===== src/rtl/hh_pkg.sv =====
// Shared Q8.8 constants, FSM encoding, step indices and saturation helpers
// for the Hodgkin-Huxley current scheduler.
package hh_pkg;

  localparam int DW   = 16;
  localparam int FRAC = 8;

  localparam logic [15:0] Q_ONE = 16'h0100;
  localparam logic [15:0] Q_MAX = 16'h7FFF;
  localparam logic [15:0] Q_MIN = 16'h8000;

  localparam logic [15:0] G_K_DEF  = 16'h2400;
  localparam logic [15:0] E_K_DEF  = 16'hF400;
  localparam logic [15:0] G_NA_DEF = 16'h7800;
  localparam logic [15:0] E_NA_DEF = 16'h7300;
  localparam logic [15:0] G_L_DEF  = 16'h004D;
  localparam logic [15:0] E_L_DEF  = 16'h0A9A;

  typedef enum logic [1:0] {
    ST_IDLE = 2'd0,
    ST_RUN  = 2'd1,
    ST_SUM  = 2'd2,
    ST_DONE = 2'd3
  } state_t;

  // Multiply issued in each RUN step; STEP_FLUSH only collects the last product.
  localparam logic [3:0] STEP_NN    = 4'd0;
  localparam logic [3:0] STEP_N4    = 4'd1;
  localparam logic [3:0] STEP_GK    = 4'd2;
  localparam logic [3:0] STEP_IK    = 4'd3;
  localparam logic [3:0] STEP_MM    = 4'd4;
  localparam logic [3:0] STEP_M3    = 4'd5;
  localparam logic [3:0] STEP_MH    = 4'd6;
  localparam logic [3:0] STEP_GNA   = 4'd7;
  localparam logic [3:0] STEP_INA   = 4'd8;
  localparam logic [3:0] STEP_IL    = 4'd9;
  localparam logic [3:0] STEP_FLUSH = 4'd10;

  function automatic logic signed [17:0] ext18(input logic [DW-1:0] x);
    return $signed({{2{x[DW-1]}}, x});
  endfunction

  function automatic logic [DW-1:0] sat_clamp(input logic signed [17:0] x);
    logic [DW-1:0] r;
    if (x > 18'sd32767) r = Q_MAX;
    else if (x < -18'sd32768) r = Q_MIN;
    else r = x[DW-1:0];
    return r;
  endfunction

  function automatic logic sat_flag(input logic signed [17:0] x);
    return (x > 18'sd32767) || (x < -18'sd32768);
  endfunction

  function automatic logic [DW-1:0] sat_add3(input logic [DW-1:0] a,
                                             input logic [DW-1:0] b,
                                             input logic [DW-1:0] c);
    return sat_clamp(ext18(a) + ext18(b) + ext18(c));
  endfunction

endpackage


===== src/rtl/hh_fxp_mul.sv =====
// Registered saturating signed Q8.8 multiplier, one-cycle latency.
// Overflow output present only when HH_OVF_FLAG_EN is defined.
module hh_fxp_mul
  import hh_pkg::*;
(
  input  logic          clk,
  input  logic          rst,
  input  logic [DW-1:0] a,
  input  logic [DW-1:0] b,
`ifdef HH_OVF_FLAG_EN
  output logic          ovf,
`endif
  output logic [DW-1:0] q
);

  logic signed [31:0] prod;
  logic               fits;
  logic [DW-1:0]      res;

  // Bits 31..23 must agree for prod[23:8] to represent the product exactly.
  always_comb begin
    prod = $signed(a) * $signed(b);
    fits = (prod[31:23] == 9'h000) || (prod[31:23] == 9'h1FF);
    if (fits) res = prod[23:8];
    else res = prod[31] ? Q_MIN : Q_MAX;
  end

  always_ff @(posedge clk or posedge rst) begin
    if (rst) q <= 16'h0000;
    else q <= res;
  end

`ifdef HH_OVF_FLAG_EN
  always_ff @(posedge clk or posedge rst) begin
    if (rst) ovf <= 1'b0;
    else ovf <= ~fits;
  end
`endif

endmodule


===== src/rtl/hh_current_scheduler.sv =====
// Hodgkin-Huxley ionic current scheduler: ten multiplies on one shared multiplier,
// then a saturating sum. Optional sticky ovf output under HH_OVF_FLAG_EN.
module hh_current_scheduler
  import hh_pkg::*;
#(
  parameter logic [15:0] G_K  = G_K_DEF,
  parameter logic [15:0] E_K  = E_K_DEF,
  parameter logic [15:0] G_NA = G_NA_DEF,
  parameter logic [15:0] E_NA = E_NA_DEF,
  parameter logic [15:0] G_L  = G_L_DEF,
  parameter logic [15:0] E_L  = E_L_DEF
) (
  input  logic          clk,
  input  logic          rst,
  input  logic          start,
  input  logic [DW-1:0] V,
  input  logic [DW-1:0] n,
  input  logic [DW-1:0] m,
  input  logic [DW-1:0] h,
  output logic          busy,
  output logic          done,
`ifdef HH_OVF_FLAG_EN
  output logic          ovf,
`endif
  output logic [DW-1:0] I_K,
  output logic [DW-1:0] I_NA,
  output logic [DW-1:0] I_L,
  output logic [DW-1:0] I_ION
);

  state_t        state_r, state_s;
  logic [3:0]    step_r;
  logic          accept_s;
  logic          busy_r, done_r;
  logic [DW-1:0] n_r, m_r, h_r, dk_r, dna_r, dl_r;
  logic [DW-1:0] k_r, na_r, l_r;
  logic [DW-1:0] ik_r, ina_r, il_r, iion_r;
  logic [DW-1:0] op_a_s, op_b_s, mul_q_s;
  logic signed [17:0] diff_k_s, diff_na_s, diff_l_s, sum_s;

  assign accept_s  = (state_r == ST_IDLE) && start;
  assign diff_k_s  = ext18(V) - ext18(E_K);
  assign diff_na_s = ext18(V) - ext18(E_NA);
  assign diff_l_s  = ext18(V) - ext18(E_L);
  assign sum_s     = ext18(k_r) + ext18(na_r) + ext18(l_r);

  assign busy  = busy_r;
  assign done  = done_r;
  assign I_K   = ik_r;
  assign I_NA  = ina_r;
  assign I_L   = il_r;
  assign I_ION = iion_r;

  always_ff @(posedge clk or posedge rst) begin
    if (rst) state_r <= ST_IDLE;
    else state_r <= state_s;
  end

  always_comb begin
    state_s = state_r;
    case (state_r)
      ST_IDLE: if (start) state_s = ST_RUN; else state_s = ST_IDLE;
      ST_RUN:  if (step_r == STEP_FLUSH) state_s = ST_SUM; else state_s = ST_RUN;
      ST_SUM:  state_s = ST_DONE;
      ST_DONE: state_s = ST_IDLE;
      default: state_s = ST_IDLE;
    endcase
  end

  // Operand select; the previous registered product feeds the chained steps.
  always_comb begin
    op_a_s = 16'h0000;
    op_b_s = 16'h0000;
    if (state_r == ST_RUN) begin
      case (step_r)
        STEP_NN:  begin op_a_s = n_r;     op_b_s = n_r;   end
        STEP_N4:  begin op_a_s = mul_q_s; op_b_s = mul_q_s; end
        STEP_GK:  begin op_a_s = mul_q_s; op_b_s = G_K;   end
        STEP_IK:  begin op_a_s = mul_q_s; op_b_s = dk_r;  end
        STEP_MM:  begin op_a_s = m_r;     op_b_s = m_r;   end
        STEP_M3:  begin op_a_s = mul_q_s; op_b_s = m_r;   end
        STEP_MH:  begin op_a_s = mul_q_s; op_b_s = h_r;   end
        STEP_GNA: begin op_a_s = mul_q_s; op_b_s = G_NA;  end
        STEP_INA: begin op_a_s = mul_q_s; op_b_s = dna_r; end
        STEP_IL:  begin op_a_s = G_L;     op_b_s = dl_r;  end
        default:  begin op_a_s = 16'h0000; op_b_s = 16'h0000; end
      endcase
    end else begin
      op_a_s = 16'h0000;
      op_b_s = 16'h0000;
    end
  end

`ifdef HH_OVF_FLAG_EN
  logic mul_ovf_s;
  logic ovf_r;

  hh_fxp_mul u_mul (
    .clk (clk),
    .rst (rst),
    .a   (op_a_s),
    .b   (op_b_s),
    .ovf (mul_ovf_s),
    .q   (mul_q_s)
  );

  assign ovf = ovf_r;

  // Sticky per-step saturation flag; the product seen in step 0 belongs to the last step.
  always_ff @(posedge clk or posedge rst) begin
    if (rst) ovf_r <= 1'b0;
    else if (accept_s)
      ovf_r <= sat_flag(diff_k_s) | sat_flag(diff_na_s) | sat_flag(diff_l_s);
    else if ((state_r == ST_RUN) && (step_r != STEP_NN)) ovf_r <= ovf_r | mul_ovf_s;
    else if (state_r == ST_SUM) ovf_r <= ovf_r | sat_flag(sum_s);
    else ovf_r <= ovf_r;
  end
`else
  hh_fxp_mul u_mul (
    .clk (clk),
    .rst (rst),
    .a   (op_a_s),
    .b   (op_b_s),
    .q   (mul_q_s)
  );
`endif

  // Operand latch, partial-result capture and the single visible result update.
  always_ff @(posedge clk or posedge rst) begin
    if (rst) begin
      step_r <= 4'd0;
      busy_r <= 1'b0;
      done_r <= 1'b0;
      n_r <= 16'h0000; m_r <= 16'h0000; h_r <= 16'h0000;
      dk_r <= 16'h0000; dna_r <= 16'h0000; dl_r <= 16'h0000;
      k_r <= 16'h0000; na_r <= 16'h0000; l_r <= 16'h0000;
      ik_r <= 16'h0000; ina_r <= 16'h0000; il_r <= 16'h0000; iion_r <= 16'h0000;
    end else begin
      done_r <= 1'b0;
      if (accept_s) begin
        busy_r <= 1'b1;
        step_r <= 4'd0;
        n_r    <= n;
        m_r    <= m;
        h_r    <= h;
        dk_r   <= sat_clamp(diff_k_s);
        dna_r  <= sat_clamp(diff_na_s);
        dl_r   <= sat_clamp(diff_l_s);
      end else if (state_r == ST_RUN) begin
        step_r <= step_r + 4'd1;
        if (step_r == STEP_MM) k_r <= mul_q_s;
        if (step_r == STEP_IL) na_r <= mul_q_s;
        if (step_r == STEP_FLUSH) l_r <= mul_q_s;
      end else if (state_r == ST_SUM) begin
        done_r <= 1'b1;
        ik_r   <= k_r;
        ina_r  <= na_r;
        il_r   <= l_r;
        iion_r <= sat_add3(k_r, na_r, l_r);
      end else if (state_r == ST_DONE) begin
        busy_r <= 1'b0;
      end
    end
  end

endmodule


===== config.mk =====
export PLATFORM = sky130hd
export DESIGN_NAME = hh_current_scheduler
export DESIGN_NICKNAME = d
export VERILOG_FILES = /design/src/rtl/hh_pkg.sv /design/src/rtl/hh_fxp_mul.sv /design/src/rtl/hh_current_scheduler.sv
export SDC_FILE = /design/constraint.sdc
export NUM_CORES = 1
export LEC_CHECK = 0
export ABC_AREA = 0
export ABC_CLOCK_PERIOD_IN_PS = 10300
export BUFFER_PORTS_ARGS = -buffer_cell sky130_fd_sc_hd__buf_2
export CAP_MARGIN = 20
export CORE_MARGIN = 2
export CORE_UTILIZATION = 55
export CTS_CLUSTER_DIAMETER = 30
export DETAILED_ROUTE_END_ITERATION = 7
export GPL_TIMING_DRIVEN = 0
export PLACE_DENSITY = 0.73
export SYNTH_ARGS = -nofsm -noshare
export SYNTH_HDL_FRONTEND = slang
export SYNTH_HIERARCHICAL = 1
export SYNTH_SLANG_ARGS = --single-unit

===== constraint.sdc =====
create_clock -name clk -period 10.3 [get_ports clk]
set_input_delay 0 -clock clk [delete_from_list [all_inputs] [get_ports clk]]
set_output_delay 0 -clock clk [all_outputs]
set_load 0.005 [all_outputs]

==> metrics.csv <==
metric;value;unit
Post-Route WL;63.6;mm
WS Path Type;reg -> reg;
Mean Syn Cell Area;9.31;µm²
Worst Path Max Fanout;10;
Global Route Usage Sum;0.320;
Period minus WS final;10.05;ns
synth warn;6;
synthesis-stage register bit count;232;
max_cap viols;0;
Total Negative Setup Slacks;0;ns
layout cell share with drive strength beyond 1;0.123;
Final Non-Filler Cells;3079;
Worst Path Buf+Inv;10;
synthesized cell area;21400;µm²
Max-slew headroom;0.335;
Tightest Pin Transition;0.993;ns
CORE AREA;38600;µm²
post-synthesis adder-cell area fraction;0.322;
Critical Path Start Type;flop;
CTS tree;yes;
Starting Density;0.556;
Reg2Reg Launch Point;step_r[0];
die height;201;µm
Synth Area in Simple Gates;0.166;
Final Max Slew Viols;0;
row cnt;72;
syn_nets;2752;
cts bufs inserted;41;
final-stage net count;2984;
Hold EP;dk_r[13];
H-tree depth;2;
CP Capture Type;flop;
Place WS;-0.205;ns
die area;40500;µm²
Data required, critical path;10.70;ns
Placed Instances;2946;
boundary pin count;133;
clk root buf;clkbuf_16;
status;complete, but fails checks;
Worst R2R End;u_mul/q[10];
post-synthesis xor/xnor area fraction;0.0273;
register area share after synthesis;0.271;
Slowest-stage cell, CP;fa_1;
Post-CTS Setup Bufs;0;
mux contribution to synthesized area;0.0241;
drt pass-1 iters;8;
Wirelength per Cell;20.6;µm
CP delay by family, top;adder cells;
GPL Wtd Cong;0.989;
Async S/R FF share, synth;1.00;
Hold Crit Class;in -> reg;
fmax;0.0995;GHz
library cells used by synthesis;81;
final worst slack;0.246;ns
Synth Instances;2300;
DRT iter0 DRCs;1622;
Worst-Skew Late Latency;0.55;ns
vias in the first global route;18527;
largest net degree at the start of global routing;132;
initial antenna violation count;0;
final hold vios;0;
R2R setup slack;0.25;ns
violated checks;design-rule violations;
Area Growth Syn to Fin;16.1;%
commonest register cell after synthesis;dfrtp_1;
Post-synth EDFFs;0;
CTS sink count;232;
# DRC;8;
largest family of logic cells by synthesized area;adder cells;
hold path cells;3;
Tcrit/Tclk final;0.976;
Buffers on Ports;127;
Worst path max stage delay;0.57;ns
final setup vio count;0;
aggregate global routing overflow;0;
Chip Width;201;µm
Synth Area in Compound Gates;0.111;
skew final;0.0423;ns
hpwl dp;49.0;mm
Longest Clk Path Bufs;3;
Vias;17574;
# diodes;0;
clock-pin slew on the worst setup and hold paths;0.05;ns
first-pass GRT wire length;101;mm
worst-case reg-to-reg path depth;32;
WP data arrival;10.46;ns
worst hold start;V[14];
DRT antenna net count;0;
vias per cell;5.71;
==> registers in the layout, indices dropped and copies added (netlist names), 4 cells and up, named ones only <==
| name | flops |
|---|---|
| I_ION | 16 |
| I_K | 16 |
| I_L | 16 |
| I_NA | 16 |
| dk_r | 16 |
| dl_r | 16 |
| dna_r | 16 |
| h_r | 16 |
| k_r | 16 |
| l_r | 16 |
| m_r | 16 |
| n_r | 16 |
| na_r | 16 |
| step_r | 4 |
| u_mul/q | 16 |
==> worst max-delay path by stage <==
stage | depth (start not counted) | start | to | slack, ns
floorplan | 33 | step_r[0] | u_mul/q[10] | 1.91
global placement | 33 | step_r[0] | u_mul/q[11] | 0.05
detailed placement | 33 | step_r[0] | u_mul/q[11] | -0.20
CTS | 33 | step_r[0] | u_mul/q[10] | 0.06
global route | 33 | step_r[0] | u_mul/q[10] | -0.01
finish | 32 | step_r[0] | u_mul/q[10] | 0.25
==> layer usage <==
layer,vias to the layer above,track usage,share of wire
li1,7814,-,-
met1,8720,0.425,0.41
met2,868,0.523,0.46
met3,172,0.0656,0.092
met4,0,0.118,0.042
met5,-,0,0
==> cell type report <==
| type | instances | area [µm²] |
|---|---|---|
| Inverter | 322 | 1220 |
| Clock inverter | 20 | 229 |
| Sequential cell | 232 | 5810 |
| Tap cell | 518 | 648 |
| Timing Repair Buffer | 189 | 1270 |
| Fill cell | 3180 | 13700 |
| Multi-Input combinational cell | 1635 | 14100 |
| Clock buffer | 52 | 1160 |
| Buffer | 111 | 462 |
==> worst reg2reg max path: cells and delay by family, from the launching register on <==
| family | cells | cell delay, ns |
|---|---|---|
| AOI/OAI and AO/OA | 9 | 2.60 |
| xor gates and xnor gates | 1 | 0.18 |
| adders and majority gates | 8 | 3.87 |
| buffers and inverters | 10 | 1.87 |
| DFF | 1 | 0.43 |
| and+or+nand+nor | 4 | 0.96 |
==> synthesized netlist by cell type (11+ instances only) <==
| cell type | number | area (µm²) |
|---|---|---|
| a21o_1 | 11 | 82.6 |
| a21oi_1 | 68 | 340 |
| a221o_1 | 14 | 140 |
| a222oi_1 | 25 | 250 |
| a22oi_1 | 27 | 203 |
| a31oi_1 | 21 | 131 |
| and2_1 | 125 | 782 |
| clkbuf_1 | 91 | 342 |
| dfrtp_1 | 232 | 5810 |
| fa_1 | 278 | 5570 |
| ha_1 | 107 | 1340 |
| inv_1 | 322 | 1210 |
| mux2_2 | 45 | 507 |
| nand2_1 | 492 | 1850 |
| nand2b_1 | 17 | 106 |
| nand3_1 | 15 | 75.1 |
| nor2_1 | 104 | 390 |
| nor2b_1 | 11 | 68.8 |
| nor3_1 | 12 | 60.1 |
| o21a_1 | 11 | 82.6 |
| o21ai_0 | 56 | 280 |
| o21ai_2 | 11 | 96.3 |
| o22a_1 | 13 | 114 |
| xnor2_1 | 43 | 377 |
| xor2_1 | 22 | 193 |
==> timing repair <==
action | in CTS | in global routing
setup endpoints to repair | 15 | 16
endpoints found under the hold margin | 174 | 0
resized for setup | 2 | 34
hold buffers | 61 | 0
==> cells in the final DEF (no fill, tap or decap), types with 65 or more instances in the layout <==
cell type,netlist,layout
and2_1,125,125
nor2_1,104,96
ha_1,107,107
clkbuf_1,91,89
dfrtp_1,232,232
nand2_1,492,492
a21oi_1,68,65
fa_1,278,278
buf_2,4,131
inv_1,322,320
==> stage by stage <==
step / instance area (µm²) / hold WS [ns] / utilization
final: 24900 / 0.0573 / 0.645
after global routing: 24900 / 0.0887 / 0.645
after CTS: 24700 / 0.0331 / 0.642
after detailed placement: 22700 / 0.157 / 0.590
after global placement: 22700 / 0.103 / 0.589
after floorplan: 21400 / -0.0863 / -
==> kinds of logic (layout without fill, tap and decap cells) <==
| family | Yosys count | after routing |
|---|---|---|
| adder cells (fa/ha/maj) | 385 | 385 |
| buffers and inverters | 433 | 694 |
| AND/OR/NAND/NOR | 809 | 809 |
| AO/OA/AOI/OAI | 329 | 329 |
| flip-flops | 232 | 232 |
| XOR/XNOR | 66 | 66 |
| multiplexers | 46 | 46 |
Power is left out: the tool's default activity adds up to more than one toggle a clock period on the data nets, which glitch-free logic cannot reach.
